==> config.mk <==
export PLATFORM = sky130hd
export DESIGN_NAME = intarb
export DESIGN_NICKNAME = d
export VERILOG_FILES = /design/src/rtl/intarb_pkg.sv /design/src/rtl/intarb_intprio.sv /design/src/rtl/intarb.sv
export SDC_FILE = /design/constraint.sdc
export NUM_CORES = 1
export LEC_CHECK = 0
export ABC_CLOCK_PERIOD_IN_PS = 2100
export BUFFER_PORTS_ARGS = -buffer_cell sky130_fd_sc_hd__buf_2
export CORE_MARGIN = 3
export CORE_UTILIZATION = 34
export DETAILED_ROUTE_END_ITERATION = 8
export PLACE_DENSITY = 0.82
export SYNTH_ARGS = -nofsm -noshare
export SYNTH_HDL_FRONTEND = slang
export SYNTH_SLANG_ARGS = --single-unit
==> constraint.sdc <==
create_clock -name clk -period 2.1 [get_ports clk]
set_input_delay 0.21 -clock clk [delete_from_list [all_inputs] [get_ports clk]]
set_output_delay 0.21 -clock clk [all_outputs]
set_load 0.05 [all_outputs]
==> src/rtl/intarb_pkg.sv <==
// intarb_pkg: shared definitions for the interrupt arbiter.
//   - interrupt cause numbers
//   - target level and WFI state enums
//   - fixed within-level priority order
//   - level-field width, which depends on INTARB_HYP_EN
package intarb_pkg;

  localparam int INT_SSI  = 1;
  localparam int INT_VSSI = 2;
  localparam int INT_MSI  = 3;
  localparam int INT_STI  = 5;
  localparam int INT_VSTI = 6;
  localparam int INT_MTI  = 7;
  localparam int INT_SEI  = 9;
  localparam int INT_VSEI = 10;
  localparam int INT_MEI  = 11;

  typedef enum logic [1:0] {
    LVL_M  = 2'd0,
    LVL_HS = 2'd1,
    LVL_VS = 2'd2
  } intlevel_t;

  typedef enum logic [1:0] {
    WFI_IDLE = 2'd0,
    WFI_WAIT = 2'd1,
    WFI_TOUT = 2'd2
  } wfistate_t;

  // Standard causes, highest priority first. Bits 16 and up follow these.
  localparam int PRIO_LEN = 9;
  localparam int PRIO_ORDER [PRIO_LEN] = '{INT_MEI, INT_MSI, INT_MTI,
                                           INT_SEI, INT_SSI, INT_STI,
                                           INT_VSEI, INT_VSSI, INT_VSTI};

`ifdef INTARB_HYP_EN
  localparam int LVLW = 2;
`else
  localparam int LVLW = 1;
`endif

  function automatic logic [LVLW-1:0] lvlCode(input intlevel_t lvl);
    return lvl[LVLW-1:0];
  endfunction

endpackage

==> src/rtl/intarb_intprio.sv <==
// intprio: combinational fixed-order priority encoder for one target level.
// Ports:
//   eligible in  NINT : requests already qualified for this level
//   valid    out 1    : some request is selectable
//   cause    out CW   : index of the winning request
// Bits 0, 4, 8 and 12..15 are never selected.
module intprio
  import intarb_pkg::*;
#(
  parameter int NINT = 16,
  parameter int CW   = $clog2(NINT)
) (
  input  logic [NINT-1:0] eligible,
  output logic            valid,
  output logic [CW-1:0]   cause
);

  always_comb begin
    valid = 1'b0;
    cause = '0;
    for (int k = 0; k < PRIO_LEN; k++) begin
      if (!valid && eligible[CW'(PRIO_ORDER[k])]) begin
        valid = 1'b1;
        cause = CW'(PRIO_ORDER[k]);
      end
    end
    for (int i = 16; i < NINT; i++) begin
      if (!valid && eligible[CW'(i)]) begin
        valid = 1'b1;
        cause = CW'(i);
      end
    end
  end

endmodule

==> src/rtl/intarb.sv <==
// intarb: interrupt arbiter and WFI controller.
// Build option: INTARB_HYP_EN enables VS delegation (HIDELEG, VirtModeW,
// VSSTATUS_SIE, TrapToVS). Without it those inputs are ignored, causes
// 2/6/10 are never eligible and TrapToVS is 0.
// Ports:
//   clk, reset (async, active low)
//   StallW, FlushM                 pipeline control
//   MIP, MIE, MIDELEG, HIDELEG     pending / enable / delegation vectors
//   PrivilegeModeW, VirtModeW      current privilege (3=M, 1=S, 0=U) and V
//   STATUS_MIE/SIE, VSSTATUS_SIE   global enables; STATUS_TW timeout-wait
//   InstrValidM, CommittedM/F, wfiM, WfiLimit
//   IntPendingM   any MIP & MIE bit (combinational)
//   InterruptM    take interrupt this cycle; IntCauseM registered cause
//   TrapToM/HS/VS one-hot target while InterruptM
//   WfiStallM, WfiTimeoutM
//
// WFI state | meaning
// ----------+---------------------------------------------
// IDLE      | no WFI in progress
// WAIT      | WFI waiting for a wake, counting cycles
// TOUT      | one-cycle timeout pulse (illegal instruction)
module intarb
  import intarb_pkg::*;
#(
  parameter int NINT = 16,
  parameter int TWW  = 8,
  parameter int CW   = $clog2(NINT)
) (
  input  logic            clk,
  input  logic            reset,
  input  logic            StallW,
  input  logic            FlushM,
  input  logic [NINT-1:0] MIP,
  input  logic [NINT-1:0] MIE,
  input  logic [NINT-1:0] MIDELEG,
  input  logic [NINT-1:0] HIDELEG,
  input  logic [1:0]      PrivilegeModeW,
  input  logic            VirtModeW,
  input  logic            STATUS_MIE,
  input  logic            STATUS_SIE,
  input  logic            VSSTATUS_SIE,
  input  logic            STATUS_TW,
  input  logic            InstrValidM,
  input  logic            CommittedM,
  input  logic            CommittedF,
  input  logic            wfiM,
  input  logic [TWW-1:0]  WfiLimit,
  output logic            IntPendingM,
  output logic            InterruptM,
  output logic [CW-1:0]   IntCauseM,
  output logic            TrapToM,
  output logic            TrapToHS,
  output logic            TrapToVS,
  output logic            WfiStallM,
  output logic            WfiTimeoutM
);

  logic            virt, vsSie;
  logic [NINT-1:0] hideleg, pendEn;

`ifdef INTARB_HYP_EN
  assign virt    = VirtModeW;
  assign vsSie   = VSSTATUS_SIE;
  assign hideleg = HIDELEG;
  assign pendEn  = MIP & MIE;
`else
  localparam logic [NINT-1:0] HYP_BITS =
    NINT'((1 << INT_VSSI) | (1 << INT_VSTI) | (1 << INT_VSEI));
  logic unusedHyp;
  assign unusedHyp = ^{HIDELEG, VirtModeW, VSSTATUS_SIE};
  assign virt      = 1'b0;
  assign vsSie     = 1'b0;
  assign hideleg   = '0;
  assign pendEn    = MIP & MIE & ~HYP_BITS;
`endif

  logic privM, privU, enM, enHS, enVS;
  assign privM = (PrivilegeModeW == 2'b11);
  assign privU = (PrivilegeModeW == 2'b00);
  assign enM   = ~privM | STATUS_MIE;
  assign enHS  = ~privM & (virt | privU | STATUS_SIE);
  assign enVS  = virt & (privU | vsSie);

  logic [NINT-1:0] eligM, eligHS, eligVS;
  assign eligM  = pendEn & ~MIDELEG & {NINT{enM}};
  assign eligHS = pendEn & MIDELEG & ~hideleg & {NINT{enHS}};
  assign eligVS = pendEn & MIDELEG & hideleg & {NINT{enVS}};

  logic          mValid, hsValid, vsValid;
  logic [CW-1:0] mCause, hsCause, vsCause;

  intprio #(.NINT(NINT), .CW(CW)) uPrioM (
    .eligible(eligM), .valid(mValid), .cause(mCause));
  intprio #(.NINT(NINT), .CW(CW)) uPrioHS (
    .eligible(eligHS), .valid(hsValid), .cause(hsCause));
  intprio #(.NINT(NINT), .CW(CW)) uPrioVS (
    .eligible(eligVS), .valid(vsValid), .cause(vsCause));

  logic            nextValid;
  logic [CW-1:0]   nextCause;
  logic [LVLW-1:0] nextLevel;

  assign nextValid = mValid | hsValid | vsValid;
  assign nextCause = mValid ? mCause : (hsValid ? hsCause : vsCause);
  assign nextLevel = mValid  ? lvlCode(LVL_M) :
                     hsValid ? lvlCode(LVL_HS) : lvlCode(LVL_VS);

  logic            reqValidQ;
  logic [CW-1:0]   reqCauseQ;
  logic [LVLW-1:0] reqLevelQ;

  // Flush wins over stall so a squashed request never survives.
  always_ff @(posedge clk or negedge reset) begin
    if (!reset) begin
      reqValidQ <= 1'b0;
      reqCauseQ <= '0;
      reqLevelQ <= '0;
    end else if (FlushM) begin
      reqValidQ <= 1'b0;
      reqCauseQ <= '0;
      reqLevelQ <= '0;
    end else if (!StallW) begin
      reqValidQ <= nextValid;
      reqCauseQ <= nextCause;
      reqLevelQ <= nextLevel;
    end
  end

  wfistate_t      state, stateNext;
  logic [TWW-1:0] count, countNext;

  always_ff @(posedge clk or negedge reset) begin
    if (!reset) begin
      state <= WFI_IDLE;
      count <= '0;
    end else begin
      state <= stateNext;
      count <= countNext;
    end
  end

  always_comb begin
    stateNext = state;
    countNext = count;
    case (state)
      WFI_IDLE: begin
        if (wfiM & InstrValidM & ~IntPendingM) begin
          stateNext = WFI_WAIT;
          countNext = '0;
        end
      end
      WFI_WAIT: begin
        if (IntPendingM | FlushM) begin
          stateNext = WFI_IDLE;
        end else if (STATUS_TW & ~privM & (count == WfiLimit)) begin
          stateNext = WFI_TOUT;
        end else if (count != {TWW{1'b1}}) begin
          countNext = count + TWW'(1);
        end
      end
      WFI_TOUT: stateNext = WFI_IDLE;
      default:  stateNext = WFI_IDLE;
    endcase
  end

  assign IntPendingM = |(MIP & MIE);
  assign WfiStallM   = (state == WFI_WAIT);
  assign WfiTimeoutM = (state == WFI_TOUT);
  assign InterruptM  = reqValidQ & ~CommittedM & ~CommittedF &
                       (InstrValidM | WfiStallM);
  assign IntCauseM   = reqCauseQ;
  assign TrapToM     = InterruptM & (reqLevelQ == lvlCode(LVL_M));
  assign TrapToHS    = InterruptM & (reqLevelQ == lvlCode(LVL_HS));
`ifdef INTARB_HYP_EN
  assign TrapToVS    = InterruptM & (reqLevelQ == lvlCode(LVL_VS));
`else
  assign TrapToVS    = 1'b0;
`endif

endmodule

# After elaboration in Yosys (flattened, before gate mapping)

Index checks and enable logic that the tools add are counted.

Bits of input ports: 87
Bits in registers: 16

Equality and inequality tests: 11
Muxes and demuxes: 14
Reduce and logical (&&, ||, !) cells: 5
$add $sub $neg: 1
Bitwise gates (word level): 17

Operators by type and width:

| kind                | count |
|---|---|
| $mux 8              | 4 |
| $and 16x16->16      | 1 |
| $pmux 8 s2          | 1 |
| $reduce_or 16->1    | 1 |
| $and 1x1->1         | 9 |
| $add 8x1->8 const B | 1 |
| $eq 8x8->1          | 1 |
| $ne 8x8->1 const B  | 1 |
| $mux 2              | 3 |
| $ne 2x2->1 const B  | 3 |
| $not 1->1           | 5 |
| $reduce_and 5->1    | 1 |
| $eq 2x2->1 const B  | 2 |
| $mux 4              | 1 |
| $ne 2x1->1 const B  | 2 |
| $pmux 2 s2          | 1 |
| $mux 1              | 3 |
| $mux 3              | 1 |
| $ne 3x1->1 const B  | 1 |
| $eq 2x1->1 const B  | 1 |
| $logic_not 2->1     | 1 |
| $or 1x1->1          | 2 |
| $reduce_and 2->1    | 1 |
| $reduce_bool 2->1   | 1 |

# Longest topological paths before layout

Gate-level depths: netlist of the first run.

Depth in word-level cells: 7
Gate-level depth with buffers: 6
Mapped depth without buffers: 6

# Hierarchy

Synthesis of the first run repeated with hierarchy kept, for this count alone.

Cells, all modules: 193
Area total of the unflattened synthesis: 1487.7 sq um

By module, submodules not included:

| module  | instances | area an instance (sq um) | sequential area each (sq um) | cells an instance |
|---|---|---|---|---|
| intarb  | 1         | 1363.8                   | 400.4                        | 175 |
| intprio | 3         | 41.3                     | 0.0                          | 6 |

# Worst setup path after synthesis of the first run

No wires, ideal clock.

Kind: register to output
From: register state[1]
To: output TrapToM
Cell stages (with the launch flop): 7
Path slack: -1.203 ns
Arrival: 3.093 ns
Data required time: 1.890 ns
Buffers on the path: 2
Cell sequence: dfrtp_1 > clkbuf_1 > nand2b_1 > inv_1 > nor2_1 > nor4_1 > buf_4

Word-level cells in the longest chain between the ends: 4

Ends and longest elaborated chain:

| item                     | line          | text |
|---|---|---|
| start: declaration       | intarb.sv:129 | `wfistate_t state, stateNext;` |
| start signal: assignment | intarb.sv:137 | `state <= stateNext;` |
| $eq 2x1->1               | intarb.sv:167 | `assign WfiStallM = (state == WFI_WAIT);` |
| named net WfiStallM      | intarb.sv:54  | `output logic WfiStallM,` |
| $or 1x1->1               | intarb.sv:170 | `(InstrValidM \| WfiStallM);` |
| $and 1x1->1              | intarb.sv:169 | `assign InterruptM = reqValidQ & ~CommittedM & ~CommittedF &` |
| named net InterruptM     | intarb.sv:49  | `output logic InterruptM,` |
| $and 1x1->1              | intarb.sv:172 | `assign TrapToM = InterruptM & (reqLevelQ == lvlCode(LVL_M));` |
| end: declaration         | intarb.sv:51  | `output logic TrapToM,` |

The timed path passes the listed nets, and every way through them passes these cells.

# Worst setup path after layout of the first run

From: register count[0]
To: register count[0]

Word-level cells in the longest chain between the ends: 5
Elaborated cells between the ends (all ways): 11
Those cells by class: add/sub (1); eq/ne (4); mux (4); bitwise (1); reduce/logical (1)

Ends and longest elaborated chain:

| item                     | line          | text |
|---|---|---|
| start: declaration       | intarb.sv:130 | `logic [TWW-1:0] count, countNext;` |
| start signal: assignment | intarb.sv:138 | `count <= countNext;` |
| $add 8x1->8              | intarb.sv:158 | `countNext = count + TWW'(1);` |
| $mux 8                   | intarb.sv:157 | `end else if (count != {TWW{1'b1}}) begin` |
| $mux 8                   | intarb.sv:155 | `end else if (STATUS_TW & ~privM & (count == WfiLimit)) begin` |
| $mux 8                   | intarb.sv:153 | `if (IntPendingM \| FlushM) begin` |
| $pmux 8 s2               | intarb.sv:145 | `case (state)` |

Parallel ways exist; a longest one is shown, timed or not. The select of a mux whose other input is x is not followed.
A chain may end at the register's enable or synchronous reset.

==> results of run 1 <==
area by class of cell:
type | count | area [um2]
fillers | 256 | 1266
multi-input cells | 81 | 583.1
repair buffers | 59 | 307.8
flip-flops and latches | 11 | 275.3
well taps | 30 | 37.54
clock buffers | 4 | 26.28
inverters | 6 | 26.28
timing repair:
action | in CTS | in global routing
hold buffers | 1 | 0
buffers inserted | 0 | 0
endpoints found under the hold margin | 11 | 0
through the flow:
| stage | std cells | power [mW] | hold WS [ns] | instance area [um2] | utilization [%] |
|---|---|---|---|---|---|
| floorplan | 109 | 0.3088 | -0.08559 | 960.9 | - |
| global placement | 186 | 0.3632 | 0.09752 | 1220 | 48.36 |
| detailed placement | 186 | 0.3674 | 0.09545 | 1220 | 48.36 |
| CTS | 191 | 0.5164 | 0.1214 | 1256 | 49.80 |
| global route | 191 | 0.5339 | 0.1163 | 1256 | 49.80 |
| finish | 191 | 0.5124 | 0.1266 | 1256 | 49.80 |
path summary, 6_finish.rpt:
path / endpoint / cells past startpoint / slack (ns)
worst max-delay path: count[0] / 6 / 0.11
worst min-delay path: reqValidQ / 2 / 0.13
worst max register to register: count[0] / 6 / 0.11
worst min register to register: count[7] / 1 / 0.60
max in group asynchronous: count[0] / 2 / 1.55
min in group asynchronous: count[4] / 2 / 0.34
report_power, final:
group,total (mW),internal (mW),switching [mW]
sequential,0.227,0.218,0.00846
combinational,0.137,0.0614,0.0756
clock,0.148,0.0735,0.0750
metal layers:
metal / part of all wire, % / up-vias / GRT usage [%]
met3: 8.9 / 2 / 2.895
met4: 1.0 / 0 / 5.960
met2: 53 / 53 / 31.61
li1: - / 491 / -
met1: 37 / 454 / 16.30
met5: 0 / - / 0
state kept, by name (all words and copies together), names as in the netlist:
register / cells
count: 8
reqValidQ: 1
state: 2
cells in the final DEF, fill, tap and decap left out, drive strengths merged, types with 2 or more instances in the layout:
cell type / instances
nor2: 9
a2111oi: 3
nor4: 4
a211o: 3
nand2: 6
inv: 5
a21oi: 2
a221oi: 4
conb: 6
xnor2: 8
o21ai: 2
buf: 58
nand4: 3
o22a: 3
clkbuf: 4
nand3: 8
a22o: 4
nor3: 2
dfrtp: 11
or3: 2
worst max-delay path: cells and delay by family, from the launching register on:
family	cells	cell delay [ns]
AOI/OAI and AO/OA	3	0.68
adders and majority gates	1	0.28
DFF	1	0.43
muxes	1	0.38
and+or+nand+nor	1	0.11
kinds of logic after synthesis:
kind of cell	after synthesis	synth area share [%]
AO/OA/AOI/OAI	25	26.24
flip-flops	11	30.22
adder cells (fa/ha/maj)	1	1.373
AND/OR/NAND/NOR	39	21.43
buffers and inverters	17	10.30
multiplexers	2	2.335
XOR/XNOR	8	7.693
other	1	0.4117
==> results.toml, run 1 <==
[global_routing]
grt_overflow_total = 0
track_usage_pct = 15.99
grt_first_pass_wirelength_mm = 4.084
antenna_found_initial = 0
grt_max_degree = 12
grt_pass1_vias = 1017

[setup_path]
critical_path_required_ns = 2.25
critPathMaxStageDelay_ns = 0.43
cp.arrival_ns = 2.14
endpoint_kind = "flop"
startpoint = "count[0]"
crit_chain = "ha_1 > nand3_1 > o211a_1 > o31ai_4 > a211oi_1 > mux2_2"
start_kind = "flop"
critPathKind = "flop to flop"
cp_max_fo = 8
crit_slowest_cell = "dfrtp_1"
reg2reg_from = "count[0]"

[placement]
port_buffers = 55
gp_congestion = 0.8594
dp_hpwl_mm = 2.243
preCtsSetupSlack_ns = 0.1372

[cts]
clockBufferDepth = 2
cts_tree = "yes"
htree_levels = 1
clk_latency_ns = 0.27
cts.clk_slew.worst_paths_ns = 0.07
cts_num_sinks = 11
clock-root-buffer = "clkbuf_4"
numCtsBuffers = 3
cts_resized = 0

[timing]
finalCritPeriodShare_pct = 94.72
finalClockSkew_ns = 0.006505
hold_violations = 0
fmax_ghz = 0.5028
fin_tns_setup_ns = 0
maxSlewViolCount = 0
finalSetupViolations = 0
fin_ws_ns = 0.1110
grt_setup_unrepaired = "no"
period_minus_slack_ns = 1.989

[layout]
area_growth_pct = 37.91
drive_above_1_share_pct = 44.10
diodes = 0
nets = 250

[floorplan]
die_area_um2 = 3336
coreArea_um2 = 2522
pin_count = 98
dieWidth_um = 57.76
fp-row-count = 18
die_height_um = 57.76
initial_utilization_pct = 36.11

[synth]
synth_top_area_share_pct = 30.22
ys_seq_elements = 11
synth_cell_types = 33
syn_inst = 104
seq_area_frac_synth_pct = 30.22
synth_most_common_cell = "dfrtp_1"
synthFlopType = "dfrtp_1"
syn_area_per_cell_um2 = 8.758
synthTopCellsByCount = "dfrtp_1, nor2_1, nand3_1, xnor2_1, buf_4"
yosysTopAreaCell = "dfrtp_1"
async_reset_ff_share_pct = 100.0
synth_edf_count = 0
synth_area_leaders = "dfrtp_1, xnor2_1, a221oi_2"
yosys_warnings = 0
netlist_area_um2 = 910.9

[route]
routedWlPerCell_um = 13.62
drt-vias-per-instance = 5.236
drt_wl_total_mm = 2.601
drc = 0
drt_pass1_iterations = 4
postRouteAntennaNets = 0
vias = 1000
drtIter0Drc = 16

[power_and_ir_drop]
peakVddDrop_mv = 0.2370
p_leak_nw = 0.5916
power_density_nw_per_um2 = 407.9

[run]
cap_violations = 0

[status]
status = "finished clean"

[worst_hold_path]
min_from = "StallW"
hp-class = "primary input to flop"
Power figures use the tool's default switching activity.
==> inputs of run 2 (changes only) <==
- CORE_MARGIN: 3 -> 8
==> results.toml, run 2 (synthesis results as in run 1) <==
[layout]
drive_above_1_share_pct = 43.75
design_area_um2 = 1249
nets = 249
largest_register_ffs = 8
diodes = 0
post-route-util_pct = 49.95
layout_common_cells = "buf_2, dfrtp_1, nor2_1, nand3_1, xnor2_1"
area_growth_pct = 37.09
regMostFlops = "count"
top_regs = "count x8, state x2, reqValidQ x1"
final_common_cell = "buf_2"

[setup_path]
crit_chain = "ha_1 > nand3_1 > o211a_1 > o31ai_4 > a211oi_1 > mux2_2"
endpoint_kind = "flop"
critPathMaxStageDelay_ns = 0.43
r2r_end = "count[0]"
critPathKind = "flop to flop"
start_kind = "flop"
startpoint = "count[0]"
reg2reg_from = "count[0]"
cp.arrival_ns = 2.18
critical_path_required_ns = 2.26
reg2reg_depth = 6
r2r_setup_slack_ns = 0.08
crit_slowest_cell = "dfrtp_1"
cp_max_fo = 8

[cts]
numCtsBuffers = 3
post-cts-setup-buffers = 0
cts.clk_slew.worst_paths_ns = 0.07
clock-root-buffer = "clkbuf_4"
htree_levels = 1
cts_tree = "yes"
cts_resized = 0
clk_latency_ns = 0.27
clockBufferDepth = 2
cts_num_sinks = 11

[floorplan]
coreArea_um2 = 2500
pin_count = 98
initial_utilization_pct = 36.44
dieWidth_um = 67.76
die_area_um2 = 4591
die_height_um = 67.76
fp-row-count = 18

[route]
drt-vias-per-instance = 5.411
vias = 1028
drc = 0
drt_pass1_iterations = 4
postRouteAntennaNets = 0
routedWlPerCell_um = 15.91
drt_wl_total_mm = 3.023
drtIter0Drc = 25

[power_and_ir_drop]
p_seq_share_pct = 43.9
p_sw_mw = 0.1606
power_density_nw_per_um2 = 411.6
power_frac_comb_pct = 26.6
internal_power_mw = 0.3534
p_leak_nw = 0.5874
power.share.clock_pct = 29.5
swShare_pct = 31.24
peakVddDrop_mv = 0.2025

[placement]
placed_cell_area_um2 = 1212
dp_hpwl_mm = 2.591
preCtsSetupSlack_ns = 0.07678
gp_congestion = 0.9064
port_buffers = 55

[timing]
fmax_ghz = 0.4957
grt_setup_unrepaired = "no"
worst_hold_slack_ns = 0.1030
fin_ws_ns = 0.08262
period_minus_slack_ns = 2.017
finalClockSkew_ns = 0.001048
fin_tns_setup_ns = 0
finalCritPeriodShare_pct = 96.07
finalSetupViolations = 0
maxSlewViolCount = 0
hold_violations = 0

[global_routing]
grt_pass1_vias = 1147
grt_overflow_total = 0
grt_first_pass_wirelength_mm = 4.871
track_usage_pct = 13.55
grt_max_degree = 12
antenna_found_initial = 0

[worst_hold_path]
min_from = "StallW"
hold_depth = 2
worstHoldEndpoint = "reqValidQ"
hp-class = "primary input to flop"

[status]
status = "finished clean"

[run]
cap_violations = 0
## run 2: power groups by stage
stage	combinational, mW	clock [mW]	sequential [mW]
after floorplan	0.0810	0	0.228
after global placement	0.132	0	0.230
after detailed placement	0.136	0	0.230
after CTS	0.138	0.149	0.226
after global routing	0.149	0.159	0.227
final	0.137	0.151	0.226
## run 2: worst max-delay path by stage
stage,end,slack [ns],cells after the start
floorplan,TrapToM,0.02,6
CTS,count[0],0.11,6
detailed placement,count[0],0.08,6
global route,count[0],0.04,6
global placement,count[0],0.15,6
finish,count[0],0.08,6
## run 2: per-layer routing
layer,track usage (%),vias to the layer above,routed length [um]
li1,-,490,-
met1,13.86,472,1156
met2,24.26,61,1507
met3,5.795,5,327
met4,4.439,0,31
met5,0,-,0
## run 2: worst max-delay path: cells and delay by family, from the launching register on
kind | cells | cell delay [ns]
AO/OA/AOI/OAI | 3 | 0.71
adder cells (fa/ha/maj) | 1 | 0.28
flip-flops | 1 | 0.43
multiplexers | 1 | 0.39
AND/OR/NAND/NOR | 1 | 0.10
## run 2: layout make-up
cell class	count	area, um2
Tap cell	30	37.54
Timing Repair Buffer	58	300.3
Multi-Input combinational cell	81	583.1
Fill cell	240	1251
Inverter	6	26.28
Clock buffer	4	26.28
Sequential cell	11	275.3
## run 2: repair_timing
item | in CTS | in global routing
endpoints found under the hold margin | 11 | 0
setup endpoints to repair | 0 | 0
hold buffers | 1 | 0
## run 2: metrics by stage
stage	total power, mW	cells
6_report	0.5139	190
5_1_grt	0.5359	190
4_1_cts	0.5126	190
3_5_place_dp	0.3657	185
3_3_place_gp	0.3620	185
2_1_floorplan	0.3088	109
